--- src/rtl/seq_det_pkg.sv ---
// Shared types and helpers for the programmable serial pattern detector.
// Holds the FSM state encoding, default sizing and the length-mask builder.
package seq_det_pkg;

  localparam int unsigned DEF_MAX_LEN = 8;
  localparam int unsigned DEF_LEN_W   = 4;
  localparam int unsigned DEF_CNT_W   = 8;

  typedef enum logic {
    IDLE  = 1'b0,
    ARMED = 1'b1
  } state_e;

  // Ones in the low `len` bit positions; saturates to all-ones at 32 and above.
  function automatic logic [31:0] len_mask(input int unsigned len);
    if (len >= 32) begin
      return '1;
    end
    return (32'd1 << len) - 32'd1;
  endfunction

endpackage

--- src/rtl/sat_counter.sv ---
// Saturating up-counter with a synchronous clear that beats a same-cycle increment.
module sat_counter #(
  parameter int unsigned W = 8
) (
  input  logic         clk,
  input  logic         rst,
  input  logic         inc_i,
  input  logic         clr_i,
  output logic [W-1:0] count_o
);

  logic [W-1:0] count_q;

  always_ff @(posedge clk) begin
    if (rst) begin
      count_q <= '0;
    end else if (clr_i) begin
      count_q <= '0;
    end else if (inc_i && (count_q != '1)) begin
      count_q <= count_q + W'(1);
    end
  end

  assign count_o = count_q;

endmodule

--- src/rtl/seq_detector_prog.sv ---
// Runtime-programmable serial bit-pattern detector with overlap control,
// input qualifier and a saturating match counter.
module seq_detector_prog
  import seq_det_pkg::*;
#(
  parameter int unsigned MAX_LEN = DEF_MAX_LEN,
  parameter int unsigned LEN_W   = DEF_LEN_W,
  parameter int unsigned CNT_W   = DEF_CNT_W
) (
  input  logic               clk,
  input  logic               rst,
  input  logic               cfg_load_i,
  input  logic [MAX_LEN-1:0] cfg_pattern_i,
  input  logic [LEN_W-1:0]   cfg_len_i,
  input  logic               cfg_overlap_i,
  input  logic               in_valid_i,
  input  logic               in_bit_i,
  input  logic               count_clr_i,
  output logic               match_o,
  output logic [CNT_W-1:0]   match_count_o,
  output logic               armed_o,
  output logic               cfg_err_o
);

  state_e             state_q;
  logic [MAX_LEN-1:0] pattern_q;
  logic [LEN_W-1:0]   len_q;
  logic               overlap_q;
  logic [MAX_LEN-1:0] hist_q;
  logic [LEN_W-1:0]   fill_q;
  logic               match_q;
  logic               cfg_err_q;

  logic [MAX_LEN-1:0] hist_d;
  logic [LEN_W-1:0]   fill_d;
  logic [LEN_W:0]     fill_inc_c;
  logic [MAX_LEN-1:0] mask_c;
  logic               cfg_ok_c;
  logic               sample_c;
  logic               full_c;
  logic               hit_c;

  // A load always wins over a bit arriving in the same cycle.
  assign cfg_ok_c   = (cfg_len_i != '0) && (32'(cfg_len_i) <= MAX_LEN);
  assign sample_c   = (state_q == ARMED) && in_valid_i && !cfg_load_i;

  assign hist_d     = {hist_q[MAX_LEN-2:0], in_bit_i};
  assign fill_inc_c = {1'b0, fill_q} + (LEN_W+1)'(1);
  assign full_c     = (fill_inc_c >= {1'b0, len_q});
  assign fill_d     = full_c ? len_q : fill_inc_c[LEN_W-1:0];

  // Only the low len bits take part in the compare.
  assign mask_c     = MAX_LEN'(len_mask(32'(len_q)));
  assign hit_c      = sample_c && full_c && (((hist_d ^ pattern_q) & mask_c) == '0);

  always_ff @(posedge clk) begin
    if (rst) begin
      state_q   <= IDLE;
      pattern_q <= '0;
      len_q     <= '0;
      overlap_q <= 1'b0;
      hist_q    <= '0;
      fill_q    <= '0;
      match_q   <= 1'b0;
      cfg_err_q <= 1'b0;
    end else begin
      match_q   <= 1'b0;
      cfg_err_q <= 1'b0;
      if (cfg_load_i) begin
        hist_q <= '0;
        fill_q <= '0;
        if (cfg_ok_c) begin
          state_q   <= ARMED;
          pattern_q <= cfg_pattern_i;
          len_q     <= cfg_len_i;
          overlap_q <= cfg_overlap_i;
        end else begin
          state_q   <= IDLE;
          cfg_err_q <= 1'b1;
        end
      end else if (sample_c) begin
        hist_q <= hist_d;
        // Non-overlap restarts the fill so stale history cannot rematch.
        if (hit_c) begin
          match_q <= 1'b1;
          fill_q  <= overlap_q ? fill_d : '0;
        end else begin
          fill_q  <= fill_d;
        end
      end
    end
  end

  sat_counter #(
    .W (CNT_W)
  ) u_match_cnt (
    .clk     (clk),
    .rst     (rst),
    .inc_i   (hit_c),
    .clr_i   (count_clr_i),
    .count_o (match_count_o)
  );

  assign match_o   = match_q;
  assign armed_o   = (state_q == ARMED);
  assign cfg_err_o = cfg_err_q;

endmodule
--- config.mk ---
export PLATFORM = sky130hd
export DESIGN_NAME = seq_detector_prog
export DESIGN_NICKNAME = d
export VERILOG_FILES = /design/src/rtl/seq_det_pkg.sv /design/src/rtl/sat_counter.sv /design/src/rtl/seq_detector_prog.sv
export SDC_FILE = /design/constraint.sdc
export NUM_CORES = 1
export LEC_CHECK = 0
export ABC_AREA = 0
export BUFFER_PORTS_ARGS = -buffer_cell sky130_fd_sc_hd__clkbuf_2
export CAP_MARGIN = 20
export CORE_MARGIN = 1.5
export CORE_UTILIZATION = 50
export DETAILED_ROUTE_END_ITERATION = 16
export GPL_TIMING_DRIVEN = 0
export PLACE_DENSITY = 0.74
export SLEW_MARGIN = 20
export SYNTH_ARGS = -nofsm -noshare
export SYNTH_HDL_FRONTEND = slang
export SYNTH_HIERARCHICAL = 1
export SYNTH_SLANG_ARGS = --single-unit
export TNS_END_PERCENT = 30
--- constraint.sdc ---
create_clock -name clk -period 3.8 [get_ports clk]
set_input_delay 0.76 -clock clk [delete_from_list [all_inputs] [get_ports clk]]
set_output_delay 0.76 -clock clk [all_outputs]
set_load 0.05 [all_outputs]
==> impl_metrics.tcl, run 1 <==
set metrics [dict create \
    netlist_area_sq_mm 0.001889 \
    min_period_over_period_pct 87.77 \
    cts_tree "done" \
    worstPathArrival_ns 3.53 \
    syn-num-nets 241 \
    fmax_mhz 299.8 \
    synth_seq_area_share_pct 37.09 \
    tightestPinTransition_ns 0.6198 \
    grt_setup_unrepaired "no" \
    clockBufferDepth 2 \
    r2r_slack_ns 0.46 \
    first_global_vias 1525 \
    whs_path_depth 2 \
    hold_start "hist_q[6]$_SDFFE_PP0P_" \
    drive_above_1_share_pct 21.83 \
    crit_chain "ha_1 > xor2_1 > ha_1 > o21ai_0 > o21ai_2 > or4b_4 > nor3_1 > and4_1 > a31oi_1 > a2111oi_4" \
    cts.sinks 35 \
    n_antenna_cell 0 \
    end_kind "register" \
    drcViolationCount 0 \
    ys_warn_count 6 \
    cap_viol_max_count 0 \
    final_util_pct 60.50 \
    ys_dominant_reg_cell "dfxtp_1" \
    met3_usage_pct 5.035 \
    totalWireLength_microns 3799 \
    finalClockSkew_ns 0.005305 \
    finalPower_mw 0.7960 \
    reg2reg_from "fill_q[0]$_SDFFE_PP0P_" \
    maxSlewHeadroom_pct 58.53 \
    cts_max_level 2 \
    reg2reg_to "u_match_cnt/count_o[5]$_SDFFE_PP0P_" \
    hold_viol_final 0 \
    antenna_violating_nets_post_route 0 \
    async_flop_share_pct 0 \
    cp_top_family "simple AND/OR/NAND/NOR gates" \
    floorplan.io_pins 30 \
    hold_end "hist_q[6]$_SDFFE_PP0P_" \
    worst_skew_pair.late_latency_ns 0.29 \
    clk_pin_slew_worst_paths_ns 0.07 \
    status "complete, no violations" \
    dpl.cell_count 292 \
    core_area_sq_mm 0.003633 \
    die_h_microns 64.47 \
    ir_drop_uv 237.7 \
    cpMaxStageDelayCell "or4b_4" \
    drv_slew 0 \
    avgSynthCellArea_sq_um 8.787 \
    grtUsageMet2_pct 32.94 \
    die_w_microns 64.47 \
    critPathKind "reg2reg" \
    cts_resized 0 \
    dp_hpwl_microns 2785 \
    wl_per_cell_microns 12.66 \
    synth_edf_count 0 \
    routabilityCongestion 0.8382 \
    cts-buffers-inserted 5 \
    powerDensity_mw_per_mm2 362.1 \
    worstPathMaxFanout 9 \
    io_buffers 29 \
    syn_to_final_growth_pct 16.36 \
    critPathRequiredTime_ns 3.99 \
    grt_max_degree 12 \
    min_period_ns 3.335 \
    hold_path_class "reg2reg" \
    grt_use_total_pct 20.95 \
    viasPerCell 5.320 \
    cts_root_buf "clkbuf_8" \
    overflow 0 \
    finalSetupViolations 0 \
    cpMostUsedCell "ha_1" \
    worstRegToRegCells 10 \
    worst-path-buf-inv 0 \
    ys_types 47 \
    rows 22 \
    slowest_delay_ns 0.53 \
    ctsHoldBuffers 0 \
    die_area_sq_mm 0.004156 \
    postCtsSetupRepairBufs 0 \
    setup_tns_ns 0 \
    fin_cells 300 \
    busiest_layer "met2" \
    drt-initial-drc-count 84 \
    p_leak_nw 0.9494 \
    vias 1596 \
    grt_use_met1_pct 28.20 \
    grt_pass1_wl_microns 6817 \
    drt_first_pass_iters 4 \
    initial_core_util_pct 52.00 \
    crit_path_start_kind "register" \
    antenna_found_initial 0 \
    ys_ff_latch 35 \
    netlist_instances 215 \
    final_nets 277 \
]
report_power, final:
part           internal (mW)  switching (mW)  leakage [nW]
Clock                  0.165           0.133        0.0505
Combinational         0.0515          0.0652         0.615
Sequential             0.376         0.00536         0.284
cell usage in the layout (no fill, tap or decap), types with 4 or more instances in the layout:
cell / count
nand2_1: 29
ha_1: 7
nand3_1: 7
xor2_1: 5
inv_1: 6
nor2_1: 22
a21oi_1: 17
clkbuf_8: 7
mux2i_1: 17
xnor2_1: 7
o21ai_0: 5
dfxtp_1: 35
clkbuf_2: 30
a32o_1: 4
registers in the layout, indices dropped and copies added (netlist names):
register / count
len_q: 4
hist_q: 7
pattern_q: 8
overlap_q: 1
fill_q: 4
u_match_cnt/count_o: 8
armed_o: 1
match_o: 1
cfg_err_o: 1
per-stage QoR:
stage	setup WS, ns	hold WS, ns	instance area [sq um]
3_5_place_dp	0.5032	0.4588	2095
6_report	0.4647	0.4686	2198
3_3_place_gp	0.5028	0.4562	2095
2_1_floorplan	0.8078	0.4481	1889
4_1_cts	0.4804	0.4687	2198
5_1_grt	0.1675	0.5000	2198
Yosys cell counts (2+ instances only):
cell type / count / area share (%)
a211oi_1: 2 / 0.79
a21boi_1: 2 / 0.79
a21oi_1: 17 / 4.5
a31oi_1: 2 / 0.66
a32o_1: 4 / 2.1
and3_1: 3 / 0.99
and4_1: 2 / 0.93
buf_4: 3 / 1.2
buf_6: 2 / 1.2
clkbuf_1: 3 / 0.60
dfxtp_1: 35 / 37
ha_1: 7 / 4.6
inv_1: 6 / 1.2
mux2i_1: 17 / 9.0
nand2_1: 29 / 5.8
nand3_1: 7 / 1.9
nand4_1: 2 / 0.66
nor2_1: 22 / 4.4
nor3_1: 3 / 0.79
nor4_1: 2 / 0.66
o211ai_1: 2 / 0.79
o21ai_0: 5 / 1.3
or2_2: 2 / 0.66
or3_1: 3 / 0.99
xnor2_1: 7 / 3.2
xor2_1: 5 / 2.3
how the worst max path moves through the flow:
stage	startpoint	end	slack, ns	cells after the start
2_1_floorplan	fill_q[0]$_SDFFE_PP0P_	u_match_cnt/count_o[5]$_SDFFE_PP0P_	0.81	10
3_3_place_gp	fill_q[0]$_SDFFE_PP0P_	u_match_cnt/count_o[5]$_SDFFE_PP0P_	0.50	10
3_5_place_dp	fill_q[0]$_SDFFE_PP0P_	u_match_cnt/count_o[5]$_SDFFE_PP0P_	0.50	10
4_1_cts	fill_q[0]$_SDFFE_PP0P_	u_match_cnt/count_o[5]$_SDFFE_PP0P_	0.48	10
5_1_grt	fill_q[0]$_SDFFE_PP0P_	u_match_cnt/count_o[5]$_SDFFE_PP0P_	0.17	10
6_report	fill_q[0]$_SDFFE_PP0P_	u_match_cnt/count_o[5]$_SDFFE_PP0P_	0.46	10
cell type report:
type | count | area (sq um)
multi-input combinational | 163 | 1096
clock buffer | 7 | 96.34
inverter | 6 | 22.52
fill | 326 | 1435
clock inverter | 1 | 7.507
tap | 48 | 60.06
buffer | 11 | 70.07
sequential | 35 | 700.7
timing repair buffer | 29 | 145.1
cell families (layout without fill, tap and decap cells):
family | Yosys count | count (layout) | synth area share [%]
flip-flops | 35 | 35 | 37.09
AO/OA/AOI/OAI | 41 | 41 | 15.30
buffers and inverters | 17 | 54 | 4.900
adder cells (fa/ha/maj) | 7 | 7 | 4.636
XOR/XNOR | 12 | 12 | 5.563
AND/OR/NAND/NOR | 86 | 86 | 23.51
multiplexers | 17 | 17 | 9.006
layer usage:
| layer | up-vias | routed length, microns |
|---|---|---|
| li1 | 830 | - |
| met1 | 730 | 1775 |
| met2 | 27 | 1741 |
| met3 | 9 | 204 |
| met4 | 0 | 78 |
| met5 | - | 0 |
worst register-to-register path, stage by stage (launching register included):
cell and delay (ns):
dfxtp_1 0.35, ha_1 0.27, xor2_1 0.16, ha_1 0.27
o21ai_0 0.09, o21ai_2 0.29, or4b_4 0.53, nor3_1 0.46
and4_1 0.35, a31oi_1 0.15, a2111oi_4 0.32
Power figures use the tool's default switching activity.
==> run 2: changes to the inputs <==
--- a/config.mk
+++ b/config.mk
@@ -16,6 +16,5 @@
 export SLEW_MARGIN = 20
 export SYNTH_ARGS = -nofsm -noshare
 export SYNTH_HDL_FRONTEND = slang
-export SYNTH_HIERARCHICAL = 1
 export SYNTH_SLANG_ARGS = --single-unit
 export TNS_END_PERCENT = 30
==> constraint.sdc (replaced) <==
create_clock -name clk -period 3.7 [get_ports clk]
set_input_delay 0.74 -clock clk [delete_from_list [all_inputs] [get_ports clk]]
set_output_delay 0.74 -clock clk [all_outputs]
set_load 0.05 [all_outputs]
==> impl_metrics.tcl, run 2 <==
set metrics [dict create \
    status "complete, no violations" \
    seqPwrFrac_pct 53.6 \
    vias 1541 \
    grt_max_degree 11 \
    grt_pass1_wl_microns 6196 \
    netlist_instances 207 \
    r2r_slack_ns 0.48 \
    rows 21 \
    syn-num-nets 233 \
    wl_per_cell_microns 12.59 \
    min_period_ns 3.221 \
    die_w_microns 63.11 \
    ys_ff_latch 35 \
    final_common_cell "dfxtp_1" \
    drv_slew 0 \
    async_flop_share_pct 0 \
    hold_viol_final 0 \
    drt_first_pass_iters 4 \
    cts-buffers-inserted 5 \
    worst_skew_pair.late_latency_ns 0.33 \
    ctsHoldBuffers 0 \
    cts_resized 0 \
    maxSlewHeadroom_pct 48.20 \
    ys_dominant_reg_cell "dfxtp_1" \
    fmax_mhz 310.4 \
    ir_drop_uv 253.4 \
    routabilityCongestion 0.8008 \
    n_antenna_cell 0 \
    post-place-ws_ns 0.5096 \
    power.internal_mw 0.5409 \
    final_nets 268 \
    totalWireLength_microns 3638 \
    grt_use_total_pct 19.70 \
    die_area_sq_mm 0.003983 \
    drive_above_1_share_pct 18.52 \
    cpMostUsedCell "buf_2" \
    crit_chain "buf_2 > or4_4 > ha_1 > buf_1 > and2_0 > o2111ai_1 > nand4b_1 > a2111o_1 > buf_2 > o311ai_0 > o41ai_1" \
    finalClockSkew_ns 0.005932 \
    yosys.area_share.simple_pct 19.04 \
    p_leak_nw 0.9168 \
    worst_slack_ns 0.4786 \
    postCtsSetupRepairBufs 0 \
    first_global_vias 1380 \
    synthAdderAreaFrac_pct 4.848 \
    worstPathArrival_ns 3.44 \
    antenna_found_initial 0 \
    pwr-share-clk_pct 32.3 \
    ys_warn_count 0 \
    cpMaxStageDelayCell "or4_4" \
    cts.sinks 35 \
    critPathRequiredTime_ns 3.91 \
    clk_pin_slew_worst_paths_ns 0.10 \
    overflow 0 \
    dp_hpwl_microns 2704 \
    grt_setup_unrepaired "no" \
    critPathKind "reg2reg" \
    crit_path_start_kind "register" \
    setup_tns_ns 0 \
    p_sw_mw 0.1888 \
    cts_tree "done" \
    fillers 306 \
    synth_edf_count 0 \
    hold_path_class "reg2reg" \
    syn_to_final_growth_pct 14.75 \
    viasPerCell 5.332 \
    cts_max_level 2 \
    combPwrFrac_pct 14.1 \
    powerDensity_mw_per_mm2 352.0 \
    synth.area.top_cells "dfxtp_1 (39%), mux2i_1 (11%), nor2_1 (5.8%), ha_1 (4.8%), a21oi_1 (3.9%)" \
    synthMuxAreaShare_pct 10.53 \
    yosysTopAreaCell "dfxtp_1" \
    synth_top_family_by_area "simple AND/OR/NAND/NOR gates" \
    synth_most_common_cell "dfxtp_1" \
    synth-compound-area-share_pct 16.41 \
    core_area_sq_mm 0.003390 \
    clockBufferDepth 2 \
    yosysTopAreaCellShare_pct 38.78 \
    holdWs_ns 0.4838 \
    drt-initial-drc-count 59 \
    cts_root_buf "clkbuf_4" \
    synth_seq_area_share_pct 38.78 \
    min_period_over_period_pct 87.06 \
    antenna_violating_nets_post_route 0 \
    die_h_microns 63.11 \
    netlist_area_sq_mm 0.001807 \
    end_kind "register" \
    slowest_delay_ns 0.53 \
    final_cell_mix "dfxtp_1 (35), nor2_1 (28), clkbuf_2 (28)" \
    worstPathMaxFanout 10 \
    ys_types 44 \
    finalSetupViolations 0 \
    synth.top_cells.by_count "dfxtp_1 (35), nor2_1 (28), mux2i_1 (19)" \
    drcViolationCount 0 \
    floorplan.io_pins 30 \
    cap_viol_max_count 0 \
    tightestPinTransition_ns 0.7770 \
    synthXorXnorAreaFrac_pct 5.817 \
    initial_core_util_pct 53.30 \
    avgSynthCellArea_sq_um 8.728 \
    swShare_pct 25.88 \
    io_buffers 28 \
]
==> run 2: metal layers <==
metal	vias up	routed length, microns	global-route usage (%)	share of wire [%]
met4	0	72	9.444	2.0
met2	37	1596	29.52	44
met1	690	1797	26.71	49
met5	-	0	0	0
met3	7	170	4.464	4.7
li1	807	-	-	-
==> run 2: area by class of cell <==
cell class              count  area, sq um  share of cell area, %
clock buffers               8        68.82                  3.319
inverters                   6        22.52                  1.086
well taps                  46        57.56                  2.776
flip-flops and latches     35        700.7                  33.80
plain buffers              13        60.06                  2.897
repair buffers             28        140.1                  6.759
multi-input cells         153         1023                  49.37
==> run 2: kinds of logic after synthesis <==
family	after synthesis
xor gates and xnor gates	12
adders and majority gates	7
buffers and inverters	19
AOI/OAI and AO/OA	46
and+or+nand+nor	69
muxes	19
DFF	35
==> run 2: power groups by stage <==
stage	Combinational, mW	Sequential, mW	Clock (mW)
floorplan	0.0705	0.404	0
global placement	0.101	0.400	0
detailed placement	0.102	0.400	0
CTS	0.103	0.391	0.242
global route	0.116	0.393	0.259
finish	0.103	0.391	0.236
==> run 2: path summary, 6_finish.rpt <==
path,from,endpoint,cells past startpoint
setup reg to reg,len_q[1]$_SDFFE_PP0P_,u_match_cnt.count_o[2]$_SDFFE_PP0P_,11
setup / recovery,len_q[1]$_SDFFE_PP0P_,u_match_cnt.count_o[2]$_SDFFE_PP0P_,11
hold reg to reg,armed_o$_SDFFE_PP0P_,armed_o$_SDFFE_PP0P_,2
hold / removal,armed_o$_SDFFE_PP0P_,armed_o$_SDFFE_PP0P_,2
==> run 2: metrics by stage <==
| stage | instances | instance area [sq um] | utilization [%] | power [mW] |
|---|---|---|---|---|
| after floorplan | 207 | 1807 | - | 0.4743 |
| after global placement | 281 | 2004 | 59.14 | 0.5006 |
| after detailed placement | 281 | 2004 | 59.14 | 0.5023 |
| after CTS | 289 | 2073 | 61.17 | 0.7363 |
| after global routing | 289 | 2073 | 61.17 | 0.7669 |
| final | 289 | 2073 | 61.17 | 0.7297 |
==> run 2: worst max-delay path: cells and delay by family (launching register included) <==
| family | cells | cell delay (ns) |
|---|---|---|
| AOI/OAI and AO/OA | 4 | 1.15 |
| adders and majority gates | 1 | 0.21 |
| buffers and inverters | 3 | 0.56 |
| DFF | 1 | 0.31 |
| and+or+nand+nor | 3 | 0.87 |
